`src/rtl/regfile_scoreboard.sv`:
```
// ---------------------------------------------------------------------------
// regfile_scoreboard
// Hazard scoreboard for the 8-entry LC-3b register file. One small
// pending-write counter per architectural register. Decode is stalled when a
// source is still being written (RAW) or when the destination counter is
// already full. Writeback retirements and flush kills both decrement.
// ---------------------------------------------------------------------------
module regfile_scoreboard #(
    parameter int NUM_REGS = 8,
    parameter int CNT_W    = 2
) (
    input  logic                clk,
    input  logic                rst,
    input  logic                dec_valid,
    input  logic [2:0]          dec_sr1,
    input  logic                dec_sr1_used,
    input  logic [2:0]          dec_sr2,
    input  logic                dec_sr2_used,
    input  logic [2:0]          dec_dr,
    input  logic                dec_dr_used,
    output logic                dec_stall,
    output logic                issue,
    input  logic                wb_valid,
    input  logic [2:0]          wb_dr,
    input  logic                kill_valid,
    input  logic [2:0]          kill_dr,
    output logic [NUM_REGS-1:0] busy_vec,
    output logic                err
);

    localparam logic [CNT_W-1:0] CMAX  = {CNT_W{1'b1}};
    localparam logic [CNT_W-1:0] CZERO = {CNT_W{1'b0}};

    logic [CNT_W-1:0]    cnt_q [NUM_REGS];
    logic [CNT_W-1:0]    cnt_d [NUM_REGS];
    logic [NUM_REGS-1:0] busy_q;
    logic [NUM_REGS-1:0] busy_d;
    logic                err_q;
    logic                err_d;

    logic                hazard1_s;
    logic                hazard2_s;
    logic                sat_s;
    logic                stall_s;
    logic                issue_s;
    logic                underflow_s;

    // Hazard detection from the registered counts only; no same-cycle
    // bypass of a retiring writer because the regfile does not forward.
    always_comb begin
        hazard1_s = dec_sr1_used & (cnt_q[dec_sr1] != CZERO);
        hazard2_s = dec_sr2_used & (cnt_q[dec_sr2] != CZERO);
        sat_s     = dec_dr_used  & (cnt_q[dec_dr]  == CMAX);
        stall_s   = dec_valid & (hazard1_s | hazard2_s | sat_s);
        issue_s   = dec_valid & ~stall_s;
    end

    assign dec_stall = stall_s;
    assign issue     = issue_s;
    assign busy_vec  = busy_q;
    assign err       = err_q;

    // Next-state counts: add the issuing writer, subtract retire and kill,
    // clamp to zero and flag an error if more writes leave than exist.
    always_comb begin
        underflow_s = 1'b0;
        busy_d      = {NUM_REGS{1'b0}};
        for (int r = 0; r < NUM_REGS; r++) begin
            logic             inc_hit;
            logic             wb_hit;
            logic             kill_hit;
            logic [CNT_W:0]   up_ext;
            logic [CNT_W:0]   dn_ext;
            logic [CNT_W:0]   diff_ext;
            inc_hit  = issue_s & dec_dr_used & (dec_dr == 3'(r));
            wb_hit   = wb_valid & (wb_dr == 3'(r));
            kill_hit = kill_valid & (kill_dr == 3'(r));
            up_ext   = {1'b0, cnt_q[r]} + {{CNT_W{1'b0}}, inc_hit};
            dn_ext   = {{CNT_W{1'b0}}, wb_hit} + {{CNT_W{1'b0}}, kill_hit};
            diff_ext = up_ext - dn_ext;
            if (up_ext < dn_ext) begin
                cnt_d[r]    = CZERO;
                underflow_s = 1'b1;
            end else begin
                cnt_d[r] = diff_ext[CNT_W-1:0];
            end
            busy_d[r] = (cnt_d[r] != CZERO);
        end
        err_d = err_q | underflow_s;
    end

    // State register; reset wins over any same-cycle increment or decrement.
    always_ff @(posedge clk) begin
        if (rst) begin
            for (int r = 0; r < NUM_REGS; r++) begin
                cnt_q[r] <= CZERO;
            end
            busy_q <= {NUM_REGS{1'b0}};
            err_q  <= 1'b0;
        end else begin
            for (int r = 0; r < NUM_REGS; r++) begin
                cnt_q[r] <= cnt_d[r];
            end
            busy_q <= busy_d;
            err_q  <= err_d;
        end
    end

endmodule
```
`config.mk`:
```
export PLATFORM = sky130hd
export DESIGN_NAME = regfile_scoreboard
export DESIGN_NICKNAME = d
export VERILOG_FILES = /design/src/rtl/regfile_scoreboard.sv
export SDC_FILE = /design/constraint.sdc
export NUM_CORES = 1
export LEC_CHECK = 0
export ABC_AREA = 1
export CAP_MARGIN = 25
export CORE_UTILIZATION = 49
export CTS_CLUSTER_SIZE = 16
export DETAILED_ROUTE_END_ITERATION = 6
export GPL_TIMING_DRIVEN = 1
export PLACE_DENSITY = 0.77
export SETUP_SLACK_MARGIN = 0.15
export SLEW_MARGIN = 20
export SYNTH_ARGS = -nofsm -noshare
export SYNTH_HDL_FRONTEND = slang
export SYNTH_SLANG_ARGS = --single-unit
export TNS_END_PERCENT = 100
```
`constraint.sdc`:
```
create_clock -name clk -period 2.7 [get_ports clk]
set_input_delay 0.405 -clock clk [delete_from_list [all_inputs] [get_ports clk]]
set_output_delay 0.405 -clock clk [all_outputs]
set_load 0.05 [all_outputs]
```
==> out/metrics.cfg <==
[outcome]
run_status=complete, but fails checks
violations=negative setup slack

[worst_setup_path]
critical-path-top-cell-by-count=nand2_1
timing.critical_path.from=cnt_q[6][0]
max_stage_delay_ns=0.46
setup.worst_path.end_class=flop
critical_path_peak_fanout=7
critical_path.cell_chain=buf_6 > nand2_1 > nand2_1 > nand2_1 > nand2_1 > nand2_1 > nand2_1 > nand2_2 > nor2_2 > nor2_4 > nand3_4 > buf_6 > nor2_4 > ha_4 > inv_2 > fa_1 > nor2_1 > inv_1 > o21a_1 > nor2_2 > nand3_1 > o21bai_1 > inv_1
crit_path_slowest_cell=fa_1
r2r_setup_slack_ns=-0.45
reg2reg_to=err
critical_path_class=reg2reg
worst_path_arrival_ns=3.33
reg2reg_from=cnt_q[6][0]
ff2ff_path_depth=23
required_time_reported_for_the_critical_path_endpoint_ns=2.88
setup.worst_path.start_class=flop

[cts]
sinks_on_clock_net=25
cts.root.buffer_cell=clkbuf_8
clk_latency_ns=0.27
path_clk_slew_ns=0.10
cts-htree-levels=1
cts_tree=yes
numCtsBuffers=3
max_clock_buf_depth=2

[layout]
top_library_cells_by_usage_in_the_layout_fill_and_taps_aside=nand2_1 (74), buf_4 (56), inv_1 (41)
final_net_count=493
syn2layout_area_growth_pct=62.4
mostFrequentLayoutCell=nand2_1
layout.cells.non_filler=479
drive_gt1_share_pct=38.0
diodes=0

[global_routing]
pin_count_of_the_biggest_net_entering_global_routing=16
number_of_global_route_vias_before_repair=2579
grt_pass1_wl_mm=11.2
gr_util_all_layers_pct=33.1
grt.overflow.total=0
antenna_found_initial=0

[floorplanning]
starting_density_of_the_core_pct=52.8
die-height_um=68.6
floorplan.core_area_sq_um=4120
std_cell_rows=23
die-area_sq_um=4700
die-width_um=68.6
io_pins=34

[placement]
portBuffers=33
gp_congestion=0.928
dpl_worst_slack_ns=-0.902
hpwlAfterDp_mm=4.65
post-place-cells=445

[drt]
route.detailed.drc=0
wire_per_inst_um=15.9
ant_nets=0
routed_wl_mm=7.61
drt-pass1-iter-count=5
starting_drt_drc_count=173
drt-vias-per-instance=5.28
detailroute.via_count=2531

[sta]
final.setup_skew_ns=0.00249
final_min_period_over_clock_period_pct=117
worst_slew_pin_slew_ns=0.515
finalHoldViolations=0
postLayoutSetupSlackWorst_ns=-0.452
final_max_slew_viol_count=0
slew-limit-headroom_pct=65.6
setup_viol=25
fmax_mhz=317
final_period_minus_worst_setup_slack_ns=3.15
grt_setup_unrepaired=yes
fin_hold_ws_ns=0.588

[yosys]
yosys.cell_types.count=23
syn_area_sq_um=2170
number_of_synthesized_register_bits=25
syn-num-nets=387
ys_warn_count=0
synth_sequential_area_ratio_pct=23.1
synth_cells=324
synth.avg_cell_area_sq_um=6.70

[power]
vdd_ir_drop_max_mv=0.540
internal_power_mw=0.814
power.static_leakage_nw=1.76
clock_power_share_pct=17.8
finalPower_mw=1.32
seq_power_share_pct=32.7
logic_pwr_share_pct=49.4
powerDensity_nw_per_um2=376
total_switching_power_mw=0.511
switching_share_pct=38.6

[run]
max_cap_viol_count=0

[hold_path]
worst_min_delay_path_endpoint=err
worst_hold_path.num_cells=4
hold_class=reg2reg
hold_path.startpoint=err

[cell type report]
class	count	area [sq um]
Clock buffer	3	41.3
Clock inverter	1	7.51
Fill cell	215	589
Inverter	57	214
Multi-Input combinational cell	237	1740
Sequential cell	25	515
Tap cell	50	62.6
Timing Repair Buffer	106	942
[sequential cells by signal (all words and copies together) (netlist names)]
name and flops:
err 1, cnt_q 16, busy_vec 8
[logic make-up after synthesis]
logic type,Yosys count,synth area share [%]
compound gates,20,5.13
fa+ha+maj,40,25.8
flops,25,23.1
buf+inv,62,11.6
simple gates,177,34.4
[worst max path at each step]
stage,endpoint,slack [ns]
after floorplan,err,-0.04
after global placement,err,-0.82
after detailed placement,err,-0.90
after CTS,err,-0.33
after global routing,err,-0.60
final,err,-0.45
[critical path: cells and delay by family, from the launching register on]
| family | cells | cell delay (ns) |
|---|---|---|
| and+or+nand+nor | 14 | 1.26 |
| adders and majority gates | 2 | 0.61 |
| buffers and inverters | 5 | 0.48 |
| DFF | 1 | 0.37 |
| AOI/OAI and AO/OA | 2 | 0.34 |
[metal layers]
metal / vias up / wire length (um) / track usage (%)
met4: 0 / 331 / 15.9
met5: - / 0 / 0
met1: 1172 / 2750 / 31.2
met3: 32 / 480 / 8.06
met2: 120 / 4050 / 65.6
li1: 1207 / - / -
[synth_stat cells]
library cell  instances  area (sq um)
inv_1                56           210
nor2_2                2          12.5
o21a_1                2          15.0
clkbuf_1              3          11.3
buf_8                 1          15.0
fa_1                  8           160
nand3_1              25           125
nor2_1               57           214
nand3b_1              4          30.0
dfxtp_1              25           500
or2_2                 3          18.8
o21ai_0               6          30.0
a21oi_1               8          40.0
ha_1                 32           400
o21ai_1               2          10.0
inv_2                 1          3.75
buf_6                 1          11.3
o21bai_1              1          7.51
nor2_4                1          11.3
nand2_1              82           308
a21oi_2               1          8.76
nor3_1                2          10.0
nand3_4               1          17.5
[power by group through the flow]
stage	Combinational, mW	Sequential (mW)	Clock, mW
after global routing	0.697	0.437	0.250
after floorplan	0.223	0.493	0
after detailed placement	0.490	0.432	0
final	0.654	0.434	0.236
after global placement	0.477	0.431	0
after CTS	0.580	0.430	0.235
[what timing repair did]
item                       CTS  global route
buffers inserted            20             9
setup endpoints to repair   25            25
gates resized for setup     92            26
cloned                       1             0
hold buffers                 0             0
pin swaps                   42            21
[per-stage QoR]
stage	utilization [%]	area, sq um	setup TNS, ns
floorplan	-	2200	-0.0411
global placement	70.3	2890	-14.60
detailed placement	70.3	2890	-16.71
CTS	81.8	3370	-3.71
global route	85.7	3530	-9.89
finish	85.7	3530	-6.65
Power figures use the tool's default switching activity.
